$ cat config.mk
export PLATFORM = sky130hd
export DESIGN_NAME = lsu_store_unit
export DESIGN_NICKNAME = d
export VERILOG_FILES = /design/src/rtl/lsu_pkg.sv /design/src/rtl/lsu_store_align.sv /design/src/rtl/lsu_store_unit.sv
export SDC_FILE = /design/constraint.sdc
export NUM_CORES = 1
export LEC_CHECK = 0
export CAP_MARGIN = 20
export CELL_PAD_IN_SITES_DETAIL_PLACEMENT = 0
export CELL_PAD_IN_SITES_GLOBAL_PLACEMENT = 1
export CORE_ASPECT_RATIO = 0.75
export CORE_UTILIZATION = 37
export DETAILED_ROUTE_END_ITERATION = 6
export PLACE_DENSITY_LB_ADDON = 0.3
export REMOVE_ABC_BUFFERS = 1
export SLEW_MARGIN = 20
export SYNTH_ARGS = -nofsm -noshare
export SYNTH_HDL_FRONTEND = slang
export SYNTH_SLANG_ARGS = --single-unit
$ cat constraint.sdc
create_clock -name i_clk -period 13.06 [get_ports i_clk]
set_clock_uncertainty 0.15 [all_clocks]
set_input_delay 2.612 -clock i_clk [delete_from_list [all_inputs] [get_ports i_clk]]
set_output_delay 2.612 -clock i_clk [all_outputs]
set_load 0.05 [all_outputs]
$ cat src/rtl/lsu_pkg.sv
// lsu_pkg: shared constants and types for the LSU store/address side.
// Page bases, store funct3 codes and the load-return source select.
package lsu_pkg;

  localparam int DMEM_DEPTH = 2048;
  localparam int NUM_OUT    = 5;

  localparam logic [19:0] PG_LEDR   = 20'h10000;
  localparam logic [19:0] PG_LEDG   = 20'h10001;
  localparam logic [19:0] PG_HEX_LO = 20'h10002;
  localparam logic [19:0] PG_HEX_HI = 20'h10003;
  localparam logic [19:0] PG_LCD    = 20'h10004;
  localparam logic [19:0] PG_SW     = 20'h10010;

  localparam logic [19:0] OUT_PG [NUM_OUT] = '{
    PG_LEDR, PG_LEDG, PG_HEX_LO, PG_HEX_HI, PG_LCD
  };

  typedef enum logic [2:0] {
    F3_SB = 3'b000,
    F3_SH = 3'b001,
    F3_SW = 3'b010
  } st_f3_e;

  typedef enum logic [1:0] {
    SEL_IN   = 2'b00,
    SEL_OUT  = 2'b01,
    SEL_DMEM = 2'b10,
    SEL_NONE = 2'b11
  } sel_e;

  function automatic logic [31:0] bmask32(
    input logic [3:0] m
  );
    return {{8{m[3]}}, {8{m[2]}},
            {8{m[1]}}, {8{m[0]}}};
  endfunction

endpackage

$ cat src/rtl/lsu_store_align.sv
// lsu_store_align: store lane alignment and legality check.
// Pure combinational; funct3 + addr[1:0] + data -> mask/data/faults.
module lsu_store_align
  import lsu_pkg::*;
(
  input  logic [2:0]  funct3,
  input  logic [1:0]  addr_lo,
  input  logic [31:0] data,
  output logic [3:0]  bytemask,
  output logic [31:0] wdata,
  output logic        misaligned,
  output logic        illegal
);

  always_comb begin
    bytemask   = '0;
    wdata      = data;
    misaligned = 1'b0;
    illegal    = 1'b0;
    unique case (1'b1)
      funct3 == F3_SB: begin
        bytemask = 4'b0001 << addr_lo;
        wdata    = {4{data[7:0]}};
      end
      funct3 == F3_SH: begin
        bytemask   = 4'b0011 << {addr_lo[1], 1'b0};
        wdata      = {2{data[15:0]}};
        misaligned = addr_lo[0];
      end
      funct3 == F3_SW: begin
        bytemask   = 4'b1111;
        misaligned = |addr_lo;
      end
      default: illegal = 1'b1;
    endcase
  end

endmodule

$ cat src/rtl/lsu_store_unit.sv
// lsu_store_unit: address decode, MMIO output registers, switch
// synchroniser, store alignment and sticky store-fault capture.
module lsu_store_unit
  import lsu_pkg::*;
#(
  parameter int DMEM_DEPTH_BYTES = DMEM_DEPTH,
  parameter int SW_WIDTH         = 18
) (
  input  logic                i_clk,
  input  logic                i_reset,
  input  logic [31:0]         i_lsu_addr,
  input  logic [31:0]         i_st_data,
  input  logic [2:0]          i_funct3,
  input  logic                i_lsu_wren,
  input  logic [SW_WIDTH-1:0] i_io_sw,
  output logic [1:0]          o_sel_output_lsu,
  output logic [31:0]         o_input_buffer,
  output logic [31:0]         o_output_buffer,
  output logic                o_dmem_wren,
  output logic [3:0]          o_dmem_bytemask,
  output logic [31:0]         o_dmem_wdata,
  output logic [31:0]         o_io_ledr,
  output logic [31:0]         o_io_ledg,
  output logic [31:0]         o_io_hex_lo,
  output logic [31:0]         o_io_hex_hi,
  output logic [31:0]         o_io_lcd,
  output logic                o_store_fault,
  output logic [31:0]         o_fault_addr
);

  logic [19:0]         pg;
  logic                is_dmem;
  logic                is_sw;
  logic [NUM_OUT-1:0]  ohit;
  sel_e                sel;
  logic                misaligned;
  logic                illegal;
  logic                fault_now;
  logic                legal;
  logic [31:0]         m32;
  logic [31:0]         rdbk;
  logic [31:0]         outreg [NUM_OUT];
  logic [SW_WIDTH-1:0] sync1;
  logic [SW_WIDTH-1:0] sync2;

  assign pg      = i_lsu_addr[31:12];
  assign is_dmem = i_lsu_addr < 32'(DMEM_DEPTH_BYTES);
  assign is_sw   = pg == PG_SW;

  always_comb begin
    ohit = '0;
    for (int i = 0; i < NUM_OUT; i++)
      ohit[i] = pg == OUT_PG[i];
  end

  always_comb begin
    sel = SEL_NONE;
    unique case (1'b1)
      is_sw:   sel = SEL_IN;
      |ohit:   sel = SEL_OUT;
      is_dmem: sel = SEL_DMEM;
      default: sel = SEL_NONE;
    endcase
  end

  assign o_sel_output_lsu = sel;

  lsu_store_align u_align (
    .funct3     (i_funct3),
    .addr_lo    (i_lsu_addr[1:0]),
    .data       (i_st_data),
    .bytemask   (o_dmem_bytemask),
    .wdata      (o_dmem_wdata),
    .misaligned (misaligned),
    .illegal    (illegal)
  );

  // SW page is read-only, so a store there faults like unmapped
  assign fault_now = i_lsu_wren &
                     (misaligned | illegal |
                      (sel == SEL_NONE) | is_sw);
  assign legal       = i_lsu_wren & ~fault_now;
  assign o_dmem_wren = legal & is_dmem & ~i_reset;
  assign m32         = bmask32(o_dmem_bytemask);

  always_comb begin
    rdbk = '0;
    for (int i = 0; i < NUM_OUT; i++)
      if (ohit[i]) rdbk = outreg[i];
  end

  assign o_output_buffer = rdbk;
  assign o_input_buffer  =
    {{(32-SW_WIDTH){1'b0}}, sync2};

  assign o_io_ledr   = outreg[0];
  assign o_io_ledg   = outreg[1];
  assign o_io_hex_lo = outreg[2];
  assign o_io_hex_hi = outreg[3];
  assign o_io_lcd    = outreg[4];

  always_ff @(posedge i_clk) begin
    if (i_reset) begin
      for (int i = 0; i < NUM_OUT; i++)
        outreg[i] <= '0;
      sync1         <= '0;
      sync2         <= '0;
      o_store_fault <= 1'b0;
      o_fault_addr  <= '0;
    end else begin
      sync1 <= i_io_sw;
      sync2 <= sync1;
      if (fault_now) begin
        o_store_fault <= 1'b1;
        if (!o_store_fault)
          o_fault_addr <= i_lsu_addr;
      end
      for (int i = 0; i < NUM_OUT; i++)
        if (legal && ohit[i])
          outreg[i] <= (outreg[i] & ~m32) |
                       (o_dmem_wdata & m32);
    end
  end

endmodule

=== After elaboration in Yosys (flattened, before gate mapping) ===
Memories as Yosys holds them, arrays and structs flattened.
Index checks and enable logic that the tools add are counted.

* Shift operators: 2
* Reductions and logical operators: 10
* Mux-type cells: 32
* Eq/ne operators: 9
* Magnitude comparators: 1
* Bitwise gates (word level): 27

{| class="wikitable"
|+ Operators by type and width
! cell !! number
|-
| $mux 32 || 10
|-
| $and 32x32->32 || 6
|-
| $or 32x32->32 || 5
|-
| $eq 20x17->1 const B || 6
|-
| $pmux 32 s2 || 1
|-
| $lt 32x12->1 const B || 1
|-
| $not 32->32 || 1
|-
| $mux 1 || 18
|-
| $pmux 4 s3 || 1
|-
| $or 1x1->1 || 8
|-
| $pmux 2 s3 || 1
|-
| $logic_and 1x1->1 || 5
|-
| $reduce_or 5->1 || 1
|-
| $and 1x1->1 || 4
|-
| $shl 1x2->4 const A || 1
|-
| $shl 2x2->4 const A || 1
|-
| $eq 3x1->1 const B || 1
|-
| $eq 3x2->1 const B || 1
|-
| $logic_not 3->1 || 1
|-
| $not 1->1 || 3
|-
| $reduce_or 3->1 || 1
|-
| $eq 2x2->1 const B || 1
|-
| $pmux 1 s2 || 1
|-
| $reduce_and 2->1 || 1
|-
| $reduce_or 2->1 || 1
|}

* Memories: 1
* Flip-flop bits (word level): 69
* Bits in writable memories: 160
* Word-level logic and storage cells: 86
* Output and inout port bits: 296

{| class="wikitable"
|+ Memories
! name !! words !! width !! rd ports !! clocked after Yosys merged registers in !! wr ports !! RTL line !! RTL
|-
| outreg || 5 || 32 || 5 || 0 || 5 || lsu_store_unit.sv:42 || <nowiki>logic [31:0] outreg [NUM_OUT];</nowiki>
|}

=== Logic depth before layout (Yosys ltp) ===
* Depth in word-level cells: 14
* Gate-level depth with buffers: 8
* Depth with buffers taken out: 7

=== By module ===
From an unflattened synthesis, not the netlist that was laid out.

* Cell total of the unflattened synthesis: 1070
* Area total of the unflattened synthesis: 11304.6 µm²

{| class="wikitable"
|+ By module, submodules not included
! module !! cells an instance !! seq. area each (µm²) !! times used !! area each (µm²)
|-
| lsu_store_unit || 999 || 6185.9 || 1 || 10770.3
|-
| lsu_store_align || 71 || 0.0 || 1 || 534.3
|}

=== Least setup slack after synthesis ===
OpenSTA, ideal clock, no wires.

* Kind: input-to-output
* Start point: in i_lsu_addr[21]
* End point: out o_output_buffer[3]
* Path buffers: 2
* Path slack: 5.513 ns
* Data required time: 10.298 ns
* Stages on the path: 7
* Data arrival time: 4.785 ns
* Cell sequence: nor4_2 > nand4_1 > or4_1 > clkbuf_1 > clkbuf_1 > o22a_1 > o21ai_1

* Word-level cells in the longest chain between the ends: 6
* Elaborated cells on any way between the ends: 10
* Those cells by class: eq/ne: 5; mux: 5

{| class="wikitable"
|+ Ends and longest elaborated chain
! what !! RTL line !! RTL
|-
| start: declaration || lsu_store_unit.sv:11 || <nowiki>input logic [31:0] i_lsu_addr,</nowiki>
|-
| $eq 20x17->1 || lsu_store_unit.sv:53 || <nowiki>ohit[i] = pg == OUT_PG[i];</nowiki>
|-
| $mux 32 (4 in a row) || lsu_store_unit.sv:89 || <nowiki>if (ohit[i]) rdbk = outreg[i];</nowiki>
|-
| $mux 32 * || lsu_store_unit.sv:89 ||
|-
| end: declaration || lsu_store_unit.sv:18 || <nowiki>output logic [31:0] o_output_buffer,</nowiki>
|}

Mark *: on every way between the ends. The rest lies on a longest branch, timed or not.

=== Worst setup path after layout ===
* Start point: in i_lsu_addr[21]
* End point: out o_output_buffer[12]

Same word-level chain as after synthesis.

==> metrics.yaml <==
outcome:
  status: "completed"
pwr:
  p_leak_nw: 5.69
  p_per_area_mw_per_mm2: 119
  ir_worst_vdd_mv: 0.0802
worst_setup_path:
  setup.worst_path.end: "o_output_buffer[12]"
  reg2reg_from: "o_store_fault"
  reg2reg_depth: 4
  r2r_slack_ns: 11.42
  critPathKind: "in -> out"
  critPathRequiredTime_ns: 10.30
  reg2reg_to: "o_fault_addr[31]"
  arrival_ns: 6.52
  worstPathMaxFanout: 16
  critPathLaunch: "i_lsu_addr[21]"
  setup.worst_path.start_class: "primary input"
  end_kind: "output port"
flow_run:
  max-cap-violations: 0
timing:
  setup_viol_count_final: 0
  maxSlewViolCount: 0
  rsz0062_at_grt: "false"
  max_freq_mhz: 108
  post-route-min-period_ns: 9.28
  hold_viol: 0
  slew_headroom_pct: 26.2
  period_share_pct: 71.1
  fin_tns_setup_ns: 0
  worst_pin_slew_ns: 1.10
clocking:
  cts.repair.resized: 0
  numCtsBuffers: 24
  clk_path_buf_depth: 3
  postCtsSetupBuffers: 0
  cts_tree: "done"
  clkLatencyLatePin_ns: 0.51
  root_buffer: "clkbuf_16"
  postCtsHoldBufs: 0
  htreeDepth: 1
  cts.clk_slew.worst_paths_ns: 0.06
  cts_sinks: 229
logic_synthesis:
  yosysTopAreaCell: "edfxtp_1"
  synthMuxAreaShare_pct: 4.69
  synth_top_family_by_area: "compound AO/OA/AOI/OAI gates"
  synth_xor_area_share_pct: 0
  synth_adder_area_share_pct: 0
  netlist_area_mm2: 0.0109
  synth_compound_area_share_pct: 16.8
  synthSimpleGateAreaFrac_pct: 16.1
  ys_types: 49
  ys_seq_elements: 229
  yosysWarnings: 0
  synth.area.top_cells: "edfxtp_1 44%, dfxtp_1 13%, a21oi_1 5.8%"
  seq_area_frac_synth_pct: 56.9
  netlist_instances: 1058
  yosysTopAreaCellShare_pct: 44.2
  syn_area_per_cell_um2: 10.3
routing:
  drc: 0
  first_pass_iters: 5
  via_count: 9327
  drtAntennaViolNets: 0
  routed_wl_mm: 38.4
  first_iter_violations: 661
  vias_per_cell: 5.22
  wl_per_cell_um: 21.5
die:
  coreArea_mm2: 0.0284
  start_util_pct: 38.2
  dieWidth_um: 200
  die_y_um: 150
  ioPinCount: 384
  rows: 53
  die_area_mm2: 0.0301
worst_hold_path:
  hold_class: "reg -> reg"
grt:
  grt_use_total_pct: 24.7
  overflow: 0
  grt_pass1_wl_mm: 55.0
  grt_max_degree: 74
  first_global_vias: 8522
  antenna_found_initial: 2
final_layout:
  layout-drive-gt1-share_pct: 5.85
  area_delta_synth_final_pct: 44.0
  finalNonFillerCells: 1788
  fin_nets: 1472
  fillers: 2491
placement:
  hpwlAfterDp_mm: 26.1
  placed_cells: 1743
  gp_congestion: 0.806
  io_buffers: 369
==> cells in the mapped netlist (all sizes together) <==
library cell and instances:
a2111oi 1, a211oi 1, a21o 10, a21oi 131
a221o 7, a222oi 9, a22oi 7, and2 9
and3 1, buf 43, clkbuf 54, clkinv 1
conb 1, dfxtp 69, edfxtp 160, inv 28
mux2i 51, nand2 74, nand2b 2, nand3 2
nand3b 9, nand4 2, nor2 169, nor2b 40
nor3 2, nor4 6, nor4b 2, o2111ai 1
o211a 1, o211ai 1, o21a 44, o21ai 65
o221ai 2, o22a 15, o2bb2ai 1, o31ai 1
or2 1, or3 1, or3b 32, or4 2
==> cell families after synthesis <==
| family | Yosys count |
|---|---|
| buffers and inverters | 126 |
| AOI/OAI and AO/OA | 297 |
| and+or+nand+nor | 354 |
| muxes | 51 |
| DFF | 229 |
| other | 1 |
==> stage by stage <==
step	hold WS, ns	total power, mW	cell area (um^2)	util (%)	setup WS (ns)
finish	0.280	1.87	15700	55.0	3.78
global route	0.296	1.93	15700	55.0	3.54
floorplan	0.264	1.02	10400	-	4.80
global placement	0.269	1.17	14800	52.0	3.77
CTS	0.284	1.89	15600	55.0	3.73
detailed placement	0.270	1.17	14800	52.1	3.75
==> cell usage in the layout, fill, tap and decap left out, drive strengths merged, types with 2 or more instances in the layout <==
cell / instances
a21o: 10
a21oi: 131
a221o: 7
a222oi: 9
a22oi: 7
and2: 9
buf: 18
bufinv: 2
clkbuf: 34
clkdlybuf4s50: 366
clkinv: 7
conb: 14
dfxtp: 69
diode: 2
edfxtp: 160
inv: 29
mux2i: 51
nand2: 74
nand2b: 2
nand3: 2
nand3b: 9
nand4: 2
nor2: 169
nor2b: 40
nor3: 2
nor4: 6
nor4b: 2
o21a: 44
o21ai: 65
o221ai: 2
o22a: 15
or3b: 32
or4: 2
==> routing by layer <==
metal | wire [um] | GRT usage [%]
met3 | 3220 | 5.47
met1 | 17200 | 35.6
met5 | 0 | 0
met4 | 816 | 5.73
met2 | 17200 | 37.7
==> where the power goes <==
| group | switching, mW | leakage (nW) | internal [mW] | total (mW) |
|---|---|---|---|---|
| Sequential | 0.0206 | 2.22 | 0.803 | 0.824 |
| Clock | 0.286 | 0.410 | 0.428 | 0.714 |
| Combinational | 0.226 | 3.06 | 0.106 | 0.333 |
==> critical path, stage by stage <==
cell and delay (ns):
clkdlybuf4s50_1 0.43, nor4_2 0.42, nand4_1 0.63, or4_1 1.09
o221ai_1 0.33, o21a_1 0.16, clkdlybuf4s50_1 0.83
==> state kept, by name (all words and copies together), names as in the netlist <==
name           cells
sync1             18
sync2             18
outreg           160
o_store_fault      1
o_fault_addr      32
==> layout make-up <==
class / instances / area, um^2 / area share [%]
tap: 385 / 482 / 3.08
clock inverter: 9 / 91.3 / 0.583
sequential: 229 / 6190 / 39.5
timing repair buffer: 384 / 3810 / 24.3
clock buffer: 34 / 732 / 4.67
multi-input combinational: 716 / 4240 / 27.1
antenna: 2 / 5.00 / 0.0320
inverter: 29 / 109 / 0.695
==> worst min path at each step <==
| stage | start | endpoint | slack (ns) | depth (start not counted) |
|---|---|---|---|---|
| 6_report | sync1[14] | sync2[14] | 0.28 | 1 |
| 5_1_grt | sync1[7] | sync2[7] | 0.30 | 1 |
| 3_3_place_gp | sync1[14] | sync2[14] | 0.27 | 1 |
| 4_1_cts | sync1[9] | sync2[9] | 0.28 | 1 |
| 3_5_place_dp | sync1[9] | sync2[9] | 0.27 | 1 |
| 2_1_floorplan | sync1[0] | sync2[0] | 0.26 | 1 |
No activity file was read; power rests on OpenSTA's default activity.
